## config.mk

```make
export PLATFORM = sky130hd
export DESIGN_NAME = light_scheduler
export DESIGN_NICKNAME = d
export VERILOG_FILES = /design/src/rtl/light_scheduler.sv
export SDC_FILE = /design/constraint.sdc
export NUM_CORES = 1
export LEC_CHECK = 0
export BUFFER_PORTS_ARGS = -buffer_cell sky130_fd_sc_hd__buf_2
export CAP_MARGIN = 30
export CORE_MARGIN = 1.5
export CORE_UTILIZATION = 45
export CTS_BUF_LIST = sky130_fd_sc_hd__clkbuf_8
export CTS_CLUSTER_DIAMETER = 60
export CTS_CLUSTER_SIZE = 30
export DETAILED_ROUTE_END_ITERATION = 10
export GPL_TIMING_DRIVEN = 0
export SLEW_MARGIN = 0
export SYNTH_ARGS = -nofsm -noshare
export SYNTH_HDL_FRONTEND = slang
export SYNTH_SLANG_ARGS = --single-unit
```

## constraint.sdc

```tcl
create_clock -name clk -period 3.1 [get_ports clk]
set_clock_uncertainty 0.05 [all_clocks]
set_input_delay 0.155 -clock clk [delete_from_list [all_inputs] [get_ports clk]]
set_output_delay 0.155 -clock clk [all_outputs]
set_load 0.02 [all_outputs]
```

## src/rtl/light_scheduler.sv

```systemverilog
// ---------------------------------------------------------------------------
// light_scheduler
//
// Occupancy/ambient driven lamp controller. Night-time motion fades the lamp
// up to full brightness, keeps it there while motion continues, drops to a
// power-saving DIM level after a hold period and finally fades out. Manual
// force-on / force-off requests override the automatic behaviour, with
// force-off taking precedence.
//
// Parameters:
//   HOLD_CYCLES - full-brightness cycles kept after the last motion
//   DIM_CYCLES  - cycles spent in DIM before fading out
//   DIM_LEVEL   - 8-bit brightness used while in DIM
//   RAMP_STEP   - brightness change per cycle while fading
//
// Ports:
//   clk         - single clock, all state updates on its rising edge
//   reset       - asynchronous, active-high reset
//   motion      - occupancy sensor, 1 = motion
//   light_level - ambient sensor, 1 = night, 0 = day
//   manual_on   - manual force-on request (level)
//   manual_off  - manual force-off request (level, highest priority)
//   brightness  - registered lamp brightness, 0 = off, 255 = full
//   pwm_out     - registered PWM drive, high while pwm counter < brightness
//   light       - registered, 1 when brightness != 0
//   state       - current FSM state encoding
//
// Configuration macro:
//   LIGHT_FADE_EN - when defined, RAMP_UP/RAMP_DOWN step the brightness by
//                   RAMP_STEP per cycle; when undefined each ramp state jumps
//                   straight to 255 / 0 and lasts exactly one cycle.
// ---------------------------------------------------------------------------
module light_scheduler #(
    parameter int unsigned HOLD_CYCLES = 16,
    parameter int unsigned DIM_CYCLES  = 32,
    parameter logic [7:0]  DIM_LEVEL   = 8'd64,
    parameter logic [7:0]  RAMP_STEP   = 8'd16
) (
    input  logic       clk,
    input  logic       reset,
    input  logic       motion,
    input  logic       light_level,
    input  logic       manual_on,
    input  logic       manual_off,
    output logic [7:0] brightness,
    output logic       pwm_out,
    output logic       light,
    output logic [2:0] state
);

`ifdef LIGHT_FADE_EN
    localparam logic FADE_EN = 1'b1;
`else
    localparam logic FADE_EN = 1'b0;
`endif

    localparam logic [15:0] HOLD_LOAD = 16'(HOLD_CYCLES);
    localparam logic [15:0] DIM_LOAD  = 16'(DIM_CYCLES);

    typedef enum logic [2:0] {
        ST_OFF       = 3'd0,
        ST_RAMP_UP   = 3'd1,
        ST_ON        = 3'd2,
        ST_DIM       = 3'd3,
        ST_RAMP_DOWN = 3'd4,
        ST_MANUAL    = 3'd5
    } state_t;

    state_t      state_r;
    state_t      state_nx_s;
    logic [7:0]  brightness_r;
    logic [7:0]  bright_nx_s;
    logic [15:0] hold_cnt_r;
    logic [15:0] hold_nx_s;
    logic [15:0] dim_cnt_r;
    logic [15:0] dim_nx_s;
    logic [7:0]  pwm_cnt_r;
    logic [7:0]  pwm_cnt_nx_s;
    logic        pwm_r;
    logic        light_r;
    logic [7:0]  up_val_s;
    logic [7:0]  down_val_s;

    // Saturating add through a 9-bit intermediate so 255 never wraps to a small value.
    function automatic logic [7:0] sat_add(input logic [7:0] a, input logic [7:0] b);
        logic [8:0] sum;
        sum = {1'b0, a} + {1'b0, b};
        if (sum > 9'd255) begin
            sat_add = 8'd255;
        end else begin
            sat_add = sum[7:0];
        end
    endfunction

    // Saturating subtract through a 9-bit intermediate; a borrow means clamp to 0.
    function automatic logic [7:0] sat_sub(input logic [7:0] a, input logic [7:0] b);
        logic [8:0] diff;
        diff = {1'b0, a} - {1'b0, b};
        if (diff[8]) begin
            sat_sub = 8'd0;
        end else begin
            sat_sub = diff[7:0];
        end
    endfunction

    // Brightness targets for the two ramp states (stepped or instantaneous).
    assign up_val_s     = FADE_EN ? sat_add(brightness_r, RAMP_STEP) : 8'd255;
    assign down_val_s   = FADE_EN ? sat_sub(brightness_r, RAMP_STEP) : 8'd0;
    assign pwm_cnt_nx_s = pwm_cnt_r + 8'd1;

    // Next-state, next-brightness and counter logic with manual overrides first.
    always_comb begin
        state_nx_s  = state_r;
        bright_nx_s = brightness_r;
        hold_nx_s   = hold_cnt_r;
        dim_nx_s    = dim_cnt_r;
        if (manual_off) begin
            state_nx_s  = ST_OFF;
            bright_nx_s = 8'd0;
            hold_nx_s   = 16'd0;
            dim_nx_s    = 16'd0;
        end else if (manual_on) begin
            state_nx_s  = ST_MANUAL;
            bright_nx_s = 8'd255;
            hold_nx_s   = 16'd0;
            dim_nx_s    = 16'd0;
        end else begin
            case (state_r)
                ST_OFF: begin
                    bright_nx_s = 8'd0;
                    if (motion && light_level) begin
                        state_nx_s = ST_RAMP_UP;
                    end else begin
                        state_nx_s = ST_OFF;
                    end
                end
                ST_RAMP_UP: begin
                    bright_nx_s = up_val_s;
                    if (up_val_s == 8'd255) begin
                        state_nx_s = ST_ON;
                        hold_nx_s  = HOLD_LOAD;
                    end else begin
                        state_nx_s = ST_RAMP_UP;
                    end
                end
                ST_ON: begin
                    // Daylight wins over both motion and the hold timer.
                    if (!light_level) begin
                        state_nx_s = ST_RAMP_DOWN;
                        hold_nx_s  = 16'd0;
                    end else if (motion) begin
                        hold_nx_s = HOLD_LOAD;
                    end else if (hold_cnt_r <= 16'd1) begin
                        state_nx_s  = ST_DIM;
                        bright_nx_s = DIM_LEVEL;
                        hold_nx_s   = 16'd0;
                        dim_nx_s    = DIM_LOAD;
                    end else begin
                        hold_nx_s = hold_cnt_r - 16'd1;
                    end
                end
                ST_DIM: begin
                    if (!light_level) begin
                        state_nx_s = ST_RAMP_DOWN;
                        dim_nx_s   = 16'd0;
                    end else if (motion) begin
                        state_nx_s = ST_RAMP_UP;
                        dim_nx_s   = 16'd0;
                    end else if (dim_cnt_r <= 16'd1) begin
                        state_nx_s = ST_RAMP_DOWN;
                        dim_nx_s   = 16'd0;
                    end else begin
                        dim_nx_s = dim_cnt_r - 16'd1;
                    end
                end
                ST_RAMP_DOWN: begin
                    // Re-trigger keeps the current brightness and climbs from there.
                    if (motion && light_level) begin
                        state_nx_s = ST_RAMP_UP;
                    end else if (down_val_s == 8'd0) begin
                        state_nx_s  = ST_OFF;
                        bright_nx_s = 8'd0;
                    end else begin
                        bright_nx_s = down_val_s;
                    end
                end
                ST_MANUAL: begin
                    bright_nx_s = 8'd255;
                end
                default: begin
                    state_nx_s  = ST_OFF;
                    bright_nx_s = 8'd0;
                    hold_nx_s   = 16'd0;
                    dim_nx_s    = 16'd0;
                end
            endcase
        end
    end

    // State, counters and all outputs registered together; pwm/light use next brightness.
    always_ff @(posedge clk or posedge reset) begin
        if (reset) begin
            state_r      <= ST_OFF;
            brightness_r <= 8'd0;
            hold_cnt_r   <= 16'd0;
            dim_cnt_r    <= 16'd0;
            pwm_cnt_r    <= 8'd0;
            pwm_r        <= 1'b0;
            light_r      <= 1'b0;
        end else begin
            state_r      <= state_nx_s;
            brightness_r <= bright_nx_s;
            hold_cnt_r   <= hold_nx_s;
            dim_cnt_r    <= dim_nx_s;
            pwm_cnt_r    <= pwm_cnt_nx_s;
            pwm_r        <= (pwm_cnt_nx_s < bright_nx_s);
            light_r      <= (bright_nx_s != 8'd0);
        end
    end

    assign brightness = brightness_r;
    assign pwm_out    = pwm_r;
    assign light      = light_r;
    assign state      = state_r;

endmodule

```

==> impl.org <==
** Synthesis
- In the synthesized netlist the dominant register cell turns out to be dfrtp_1.
- In this run, synthesis produced a sequential element count of 53.
- Sequential elements use 43.8% of the synthesized area.
- Synthesis instantiated 60 different standard cells from the library.
- Synth Area per Inst :: 9.29 sq um
- Counting flops with a built-in enable in the synthesized netlist gives 0.
- Netlist area before placement :: 3030 sq um
- After technology mapping, the gate count stands at 326.
- Number of nets in the synthesized netlist :: 344
- The Yosys step of the flow raised 0 warnings.
- Counting flops with an async set or reset pin after synthesis yields a share of 100%.

** Clocking
- Number of sinks driven by the clock tree :: 53
- TritonCTS built the clock tree.
- Clock network latency to the later pin of the worst-skew pair :: 310 ps
- Clock-pin slew was measured on the worst setup and hold paths at 90 ps.
- In this run the deepest clock path goes through 2 buffers.
- CTS placed an instance of clkbuf_8 at the clock tree root.
- H-tree depth :: 2
- Total CTS buffers :: 5

** Power
- Net Sw Power :: 0.350 mW
- Net switching is 27.1% of the power.
- Registers are responsible for 55.9% of the overall power.
- Leakage :: 1.66 nW
- The worst-case IR drop observed on VDD is 0.000277 V.
- PD cells :: 374 nW/um^2
- The internal portion of the total power is 0.942 mW.
- Relative contribution of the clock network to total power :: 31.4%
- Per report_power, the combinational group accounts for 12.7% of the total.

** Layout
- Area used by sequential logic in the layout :: 1330 sq um
- Growth of design area from synthesis to finish :: 13.9%
- In the final layout, the multi-input gates occupy 1670 sq um.
- Share of layout cells above drive strength 1 :: 19.3%
- The count of cells in the finished layout, fillers not included, comes to 430.
- The library cell used most frequently in the layout, excluding fill and tap cells, is dfrtp_1.
- The number of antenna diodes in the final layout is 0.
- Leaving out fill and tap cells, the most frequent cells in the layout are 50 x dfrtp_1, 22 x o21ai_0, 21 x nor2_1, 21 x a21oi_1, 21 x nand2_1.
- For this run, the post-layout net count is 371.
- The finished cells cover 3450 sq um.
- Fill cells in the final layout number 589.

** STA
- Fin. max-slew vios :: 0
- Final period util :: 93.7%
- Highest achievable clock rate :: 344 MHz
- Setup violations remaining at the end of the flow were counted as 0.
- Headroom to the max-slew limit came out at 35.1%.
- The worst path in the final design needs a cycle of 2910 ps, including I/O delays and setup.
- Worst Tran Pin Value :: 965 ps
- Final hold analysis gives a worst-case slack of 105 ps.
- After layout, the worst setup slack is 195 ps.
- The number of endpoints with negative hold slack in the final report is 0.

** GRT
- Wire length of the first global-routing pass :: 11.6 mm
- Across every metal layer, demand over resource in global routing totals 19.8%.
- Total global routing overflow :: 0
- Number of global-route vias before repair :: 2433
- The initial antenna violation count was 0.
- Largest net degree at the start of global routing :: 29

** Detailed routing
- Dividing the detail-routed wire length by the instance count gives 15.7 um.
- Residual DRC count :: 0
- Total iterations of the first detailed-routing run :: 5
- In the routed layout, each cell is associated on average with a via count of 5.86.
- The routed layout has 2520 vias.
- The routed design has 6.77 mm of wire.
- After the first detailed-routing iteration, the DRC count stood at 196.
- In this run the remaining antenna-violating nets after routing total 0.

** Place
- Final weighted congestion in routability-driven placement :: 0.811
- Cell Count Post-Placement :: 421
- In this run the cell area measured after placement is 3230 sq um.
- The count of buffers added on input and output ports is 17.
- Timing analysis after detailed placement gives a worst setup slack of -81.5 ps.
- Detailed placement finished with a half-perimeter wire length of 4.81 mm.

** Floorplanning
- Effective utilization at floorplan :: 47.2%
- Floorplan die width :: 85.0 um
- The die covers 7230 sq um.
- In this run the core area contains 29 standard-cell rows.
- The die is 85.0 um tall.
- The core region is 6420 sq um.
- Number of ports placed on the die boundary :: 19

** Outcome
- The run finished with clean final reports.

** Critical path
- Kind of critical path :: reg -> reg
- Peak fanout along the critical path :: 7
- RR Endpoint :: pwm_out$_DFF_PP0_
- Internal reg-to-reg setup slack :: 190 ps
- Max stage delay cell, worst path :: or4_1
- Cell breakdown of the critical path :: or4_1 > buf_4 > nor3_4 > nand4_1 > nor3b_2 > ha_1 > a21o_1 > a21oi_1 > o21ai_0 > nor4_1 > o2bb2ai_1
- The critical path starts at hold_cnt_r[6]$_DFFE_PP0P_.
- Arrival time reported for the critical path endpoint :: 3090 ps
- The startpoint identified for the worst register-to-register timing path is hold_cnt_r[6]$_DFFE_PP0P_.
- Worst setup path endpoint :: pwm_out$_DFF_PP0_
- At the worst endpoint, the required time is 3280 ps.
- STA classifies the critical path endpoint as a flop.
- Counting cells, the worst reg-to-reg path comes to 11.
- The worst setup path is launched from a flop.
- Worst stage delay on the critical path :: 520 ps

** Hold path
- The worst hold path belongs to the class in -> reg.

** Flow run
- Number of maximum-capacitance violations :: 0
power groups by stage:
stage                     registers [mW]  logic (mW)  clock network, mW
after floorplan                    0.747      0.0908                  0
after global placement             0.729       0.157                  0
after detailed placement           0.729       0.161                  0
after CTS                          0.716       0.163              0.418
after global routing               0.725       0.185              0.447
final                              0.722       0.164              0.406
cell usage after synthesis (all sizes together) (5+ instances only):
cell     n  area [sq um]
or4      6          56.3
nor2    23          88.8
nor3    12          81.3
nand2   21          78.8
o21ai   23           115
inv     21          78.8
clkbuf   9          33.8
ha      12           150
nand2b   5          31.3
xnor2    6          52.6
dfrtp   53          1330
nor4     9          56.3
a31oi   10          62.6
a21oi   24           120
nand3   11          55.1
a21o     7          53.8
a22o     5          45.0
worst min path at each step:
stage | start | slack (ps) | endpoint | depth (start not counted)
floorplan | manual_on | 240 | state[2]$_DFFE_PP0P_ | 2
global placement | dim_cnt_r[12]$_DFFE_PP0P_ | 420 | dim_cnt_r[12]$_DFFE_PP0P_ | 1
detailed placement | reset | 190 | light$_DFF_PP0_ | 2
CTS | manual_on | 110 | state[2]$_DFFE_PP0P_ | 3
global route | light_level | 110 | state[1]$_DFFE_PP0P_ | 2
finish | manual_on | 100 | state[2]$_DFFE_PP0P_ | 3
cells by family after synthesis:
family	Yosys count	share of synthesized area (%)
xor+xnor	9	2.60
simple gates	118	21.9
compound gates	95	20.4
flops	53	43.8
fa+ha+maj	12	4.96
buf+inv	33	4.21
mux	6	2.07
cell type report:
class,count,share of cell area [%]
flip-flops and latches,53,38.6
clock buffers,6,2.39
multi-input cells,240,48.4
well taps,77,2.79
clock inverters,1,0.218
inverters,21,2.29
plain buffers,9,1.16
repair buffers,23,4.21
critical path, delay by kind of cell (launching register included):
kind,cells,cell delay [ps]
AOI/OAI and AO/OA,4,550
adders and majority gates,1,320
buffers and inverters,1,190
DFF,1,450
and+or+nand+nor,5,1290
registers in the layout, summed over array words and instances (netlist names):
| signal | count |
|---|---|
| dim_cnt_r | 16 |
| hold_cnt_r | 16 |
| brightness | 8 |
| pwm_cnt_r | 8 |
| state | 3 |
| light | 1 |
| pwm_out | 1 |
per-layer routing:
layer / share of wire, % / global-route usage, %
met3: 4.3 / 3.79
met1: 49 / 28.6
met5: 0 / 0
met2: 45 / 30.7
met4: 1.0 / 5.07
repair_timing:
action                                  in CTS  in global routing
hold endpoints to repair                    25                  0
pin swaps                                    0                  6
hold buffers                                 1                  0
resized for setup                            2                 21
setup buffers                                0                  4
endpoints found under the setup margin       1                  1
stage by stage:
stage                     power, mW  TNS [ps]  util, %
after floorplan               0.838         0        -
final                          1.29         0     53.7
after global routing           1.36     -45.1     53.7
after detailed placement      0.890     -81.5     50.3
after CTS                      1.30         0     52.1
after global placement        0.886     -70.0     50.0
Power figures use the tool's default switching activity.
